File: src/rtl/pipelined_reduce_gate.sv
// Masked AND/OR/XOR reduction of WIDTH bits through a registered GROUP-ary tree,
// carrying a valid flag alongside and counting asserted valid results.
module pipelined_reduce_gate #(
  parameter int WIDTH  = 12,
  parameter int GROUP  = 4,
  parameter int OP     = 0,
  parameter int INVERT = 0,
  parameter int CNTW   = 8
) (
  input  logic             CK,
  input  logic             CD,
  input  logic             CE,
  input  logic [WIDTH-1:0] A,
  input  logic [WIDTH-1:0] M,
  input  logic             VI,
  input  logic             CLR,
  output logic             Z0,
  output logic             VO,
  output logic [CNTW-1:0]  HITS
);

  // Smallest k >= 1 with g**k >= w; the loop bound covers WIDTH=256, GROUP=2.
  function automatic int calc_levels(input int w, input int g);
    int k;
    int span;
    k = 1;
    span = g;
    for (int i = 0; i < 16; i++) begin
      if (span < w) begin
        span = span * g;
        k = k + 1;
      end
    end
    return k;
  endfunction

  localparam int   LEVELS = calc_levels(WIDTH, GROUP);
  localparam int   PADW   = GROUP ** LEVELS;
  localparam logic IDENT  = (OP == 0);

  if (OP < 0 || OP > 2) begin : g_bad_op
    $error("pipelined_reduce_gate: OP must be 0 (AND), 1 (OR) or 2 (XOR)");
  end
  if (WIDTH < 1 || WIDTH > 256 || GROUP < 2 || GROUP > 8) begin : g_bad_size
    $error("pipelined_reduce_gate: WIDTH must be 1..256 and GROUP 2..8");
  end

  function automatic logic reduce_node(input logic [GROUP-1:0] v);
    logic r;
    case (OP)
      1:       r = |v;
      2:       r = ^v;
      default: r = &v;
    endcase
    return r;
  endfunction

  genvar gi;

  // Masked bits and tree padding both take the identity, so they never
  // influence the result.
  logic [PADW-1:0] lvl0;
  for (gi = 0; gi < PADW; gi++) begin : g_pad
    if (gi < WIDTH) begin : g_data
      assign lvl0[gi] = M[gi] ? IDENT : A[gi];
    end else begin : g_fill
      assign lvl0[gi] = IDENT;
    end
  end

  for (gi = 1; gi <= LEVELS; gi++) begin : lvl_g
    localparam int NODES = GROUP ** (LEVELS - gi);
    logic [NODES*GROUP-1:0] src;
    logic [NODES-1:0]       lvl_d;
    logic [NODES-1:0]       lvl_q;

    if (gi == 1) begin : g_src
      assign src = lvl0;
    end else begin : g_src
      assign src = lvl_g[gi-1].lvl_q;
    end

    always_comb begin
      lvl_d = '0;
      for (int n = 0; n < NODES; n++) begin
        lvl_d[n] = reduce_node(src[n*GROUP +: GROUP]);
      end
      if (gi == LEVELS && INVERT != 0) begin
        lvl_d = ~lvl_d;
      end
    end

    always_ff @(posedge CK or posedge CD) begin
      if (CD) begin
        lvl_q <= '0;
      end else if (CE) begin
        lvl_q <= lvl_d;
      end
    end
  end

  logic [LEVELS-1:0] vld_d;
  logic [LEVELS-1:0] vld_q;
  logic [CNTW-1:0]   hits_d;
  logic [CNTW-1:0]   hits_q;

  always_comb begin
    vld_d    = vld_q << 1;
    vld_d[0] = VI;
  end

  // Counter looks at the registered outputs, so it trails Z0/VO by a cycle.
  always_comb begin
    hits_d = hits_q;
    if (CLR) begin
      hits_d = '0;
    end else if (VO && Z0 && (hits_q != {CNTW{1'b1}})) begin
      hits_d = hits_q + CNTW'(1);
    end
  end

  always_ff @(posedge CK or posedge CD) begin
    if (CD) begin
      vld_q  <= '0;
      hits_q <= '0;
    end else if (CE) begin
      vld_q  <= vld_d;
      hits_q <= hits_d;
    end
  end

  assign Z0   = lvl_g[LEVELS].lvl_q[0];
  assign VO   = vld_q[LEVELS-1];
  assign HITS = hits_q;

endmodule

File: config.mk
export PLATFORM = sky130hd
export DESIGN_NAME = pipelined_reduce_gate
export DESIGN_NICKNAME = d
export VERILOG_FILES = /design/src/rtl/pipelined_reduce_gate.sv
export SDC_FILE = /design/constraint.sdc
export NUM_CORES = 1
export LEC_CHECK = 0
export CORE_AREA = 2 2 53 55
export DETAILED_ROUTE_END_ITERATION = 12
export DIE_AREA = 0 0 55 57
export GPL_ROUTABILITY_DRIVEN = 1
export PLACE_DENSITY = 0.69
export SYNTH_ARGS = -nofsm -noshare
export SYNTH_HDL_FRONTEND = slang
export SYNTH_SLANG_ARGS = --single-unit
File: constraint.sdc
create_clock -name CK -period 1.7 [get_ports CK]
set_clock_uncertainty 0.2 [all_clocks]
set_input_delay 0.255 -clock CK [delete_from_list [all_inputs] [get_ports CK]]
set_output_delay 0.255 -clock CK [all_outputs]
set_load 0.01 [all_outputs]
==> flow_metrics.env <==
export IMPL_status="complete, no violations"
export IMPL_drt_initial_drc_count=36
export IMPL_clkPwrFrac_pct=25.7
export IMPL_finalHoldWorstSlack_ns=0.0467
export IMPL_io_buffers=38
export IMPL_ys_types=36
export IMPL_vias_per_cell=5.65
export IMPL_synth_seq_area_share_pct=40.8
export IMPL_worst_path_buf_inv=1
export IMPL_die_x_um=55
export IMPL_p_per_area_nw_per_um2=559
export IMPL_antenna_cells=0
export IMPL_rows=19
export IMPL_layout_commonest_cell="clkdlybuf4s50_1"
export IMPL_worstPathMaxFanout=2
export IMPL_die_h_um=57
export IMPL_leakage_uw=0.000655
export IMPL_synth_edff_count=0
export IMPL_grt_max_degree=16
export IMPL_syn_inst=90
export IMPL_area_delta_synth_final_pct=64.9
export IMPL_period_share_pct=97.4
export IMPL_finalSetupViolCount=0
export IMPL_grtUsageTotal_pct=19.3
export IMPL_cts_buffers=3
export IMPL_cap_violations=0
export IMPL_met2_usage_pct=32.8
export IMPL_final_cell_mix="clkdlybuf4s50_1, buf_4, dfrtp_1"
export IMPL_irDropWorstVdd_mv=0.582
export IMPL_switching_share_pct=27.3
export IMPL_grt_pass1_vias=1014
export IMPL_rrSetupSlack_ns=0.10
export IMPL_hold_violations=0
export IMPL_startpoint_type="register"
export IMPL_ys_flop_type="dfrtp_1"
export IMPL_drtAntennaViolNets=0
export IMPL_end_kind="output pin"
export IMPL_via_count=1012
export IMPL_start_util_pct=35.2
export IMPL_max_freq_mhz=604
export IMPL_clkSinkCount=15
export IMPL_total_power_uw=848
export IMPL_grt_pass1_wl_mm=4.51
export IMPL_power_frac_comb_pct=27.2
export IMPL_ios=39
export IMPL_syn_area_um2=920
export IMPL_dr_pass1_iters=4
export IMPL_cts_tree="yes"
export IMPL_avgSynthCellArea_um2=10.2
export IMPL_max_slew_margin_pct=81.6
export IMPL_synthArstFlopShare_pct=100
export IMPL_drive_above_1_share_pct=29.1
export IMPL_rsz0062_at_grt="no"
export IMPL_path_cells="clkdlybuf4s50_1"
export IMPL_instances_no_fill=179
export IMPL_ys_seq_elements=15
export IMPL_coreArea_um2=2620
export IMPL_antenna_found_initial=0
export IMPL_finalWirelength_mm=2.75
export IMPL_use_met1_pct=23.3
export IMPL_tightest_slew_ns=0.275
export IMPL_crit_required_ns=1.24
export IMPL_synth_warnings=0
export IMPL_switching_power_uw=231
export IMPL_synth_nets=120
export IMPL_place_gp_congestion=0.921
export IMPL_grt_busiest_layer="met2"
export IMPL_crit_family="buffers and inverters"
export IMPL_dpl_hpwl_mm=1.88
export IMPL_p_int_uw=616
export IMPL_power_frac_seq_pct=47.2
export IMPL_placedCellCount=162
export IMPL_slew_violations=0
export IMPL_die_area_um2=3140
export IMPL_clk_pin_slew_worst_paths_ns=0.10
export IMPL_holdCritPathClass="in2async"
export IMPL_nNetsFinal=179
export IMPL_cts_root_buf="clkbuf_4"
export IMPL_worst_setup_path_type="reg2out"
export IMPL_htree_levels=1
export IMPL_cp_slowest_cell="clkdlybuf4s50_1"
export IMPL_wl_per_cell_um=15.3
export IMPL_clock_path_buffers=2
export IMPL_drc_errors=0
export IMPL_met3_usage_pct=5.50
export IMPL_grt_overflow=0
export IMPL_arrival_ns=1.20
export IMPL_nFillCells=247
export IMPL_max_stage_delay_ns=0.54
export IMPL_clk_latency_ns=0.29
export IMPL_period_minus_slack_ns=1.66
[timing repair]
action,in CTS,in global routing
endpoints found under the setup margin,10,5
gates resized for setup,10,3
gates cloned,0,0
hold buffers,0,0
setup buffers,13,0
[metal layers]
metal  share of wire, %  wire length (um)
met3                8.4               230
met4                2.1                58
met5                  0                 0
met2                 51              1400
met1                 39              1060
[synthesized netlist by cell type, drive strengths merged (2+ instances only)]
master | n | area [um^2]
or3b | 2 | 17.5
mux2 | 5 | 56.3
a41o | 2 | 20.0
o221ai | 2 | 17.5
inv | 5 | 18.8
nor2b | 3 | 18.8
o22ai | 6 | 37.5
nand2 | 2 | 7.51
a21oi | 5 | 25.0
a41oi | 2 | 17.5
and3 | 3 | 18.8
dfrtp | 15 | 375
nor2 | 3 | 11.3
nand4 | 3 | 18.8
buf | 6 | 42.5
and4 | 3 | 26.3
and2 | 2 | 12.5
nand3 | 4 | 20.0
[per-stage QoR]
step / setup TNS [ns] / utilization [%] / setup WS [ns] / instance area, um^2
2_1_floorplan: 0 / - / 0.00272 / 940
3_3_place_gp: -0.253 / 52.9 / -0.0944 / 1380
3_5_place_dp: -0.582 / 52.9 / -0.132 / 1380
4_1_cts: 0 / 57.8 / 0.0109 / 1510
5_1_grt: 0 / 58.0 / 0.00234 / 1520
6_report: 0 / 58.0 / 0.0439 / 1520
[path summary, 6_finish.rpt]
kind,from,end,depth (start not counted)
hold reg to reg,lvl_g[1].lvl_q[3]$_DFFE_PP0P_,lvl_g[1].lvl_q[3]$_DFFE_PP0P_,1
hold / removal,CD,HITS[2]$_DFFE_PP0P_,3
setup / recovery,HITS[6]$_DFFE_PP0P_,HITS[6],1
setup reg to reg,HITS[1]$_DFFE_PP0P_,HITS[6]$_DFFE_PP0P_,5
max in group asynchronous,CD,HITS[7]$_DFFE_PP0P_,3
min in group CK,lvl_g[1].lvl_q[3]$_DFFE_PP0P_,lvl_g[1].lvl_q[3]$_DFFE_PP0P_,1
[final cells by class]
cell class / instances / area [um^2] / area share (%)
Multi-Input combinational cell: 64 / 503 / 33.2
Tap cell: 31 / 38.8 / 2.56
Clock inverter: 1 / 7.51 / 0.495
Sequential cell: 15 / 384 / 25.3
Inverter: 5 / 18.8 / 1.24
Timing Repair Buffer: 60 / 542 / 35.7
Clock buffer: 3 / 22.5 / 1.49
[cells by family (layout without fill, tap and decap cells)]
logic type               Yosys count  after routing  share of synthesized area [%]
AO/OA/AOI/OAI                     28             28                           24.6
adder cells (fa/ha/maj)            1              1                           1.36
buffers and inverters             11             69                           6.67
flip-flops                        15             15                           40.8
multiplexers                       6              6                           7.21
AND/OR/NAND/NOR                   29             29                           19.3
[power groups by stage]
stage	clock network, uW	logic [uW]	registers (uW)
final	218	230	400
after global routing	244	249	404
after CTS	226	230	400
after detailed placement	0	199	415
after global placement	0	194	414
after floorplan	0	81.4	413
[registers in the layout, summed over array words and instances (netlist names)]
signal and count:
lvl_g.lvl_q 4, vld_q 2, Z0 1, HITS 8
Power figures use the tool's default switching activity.
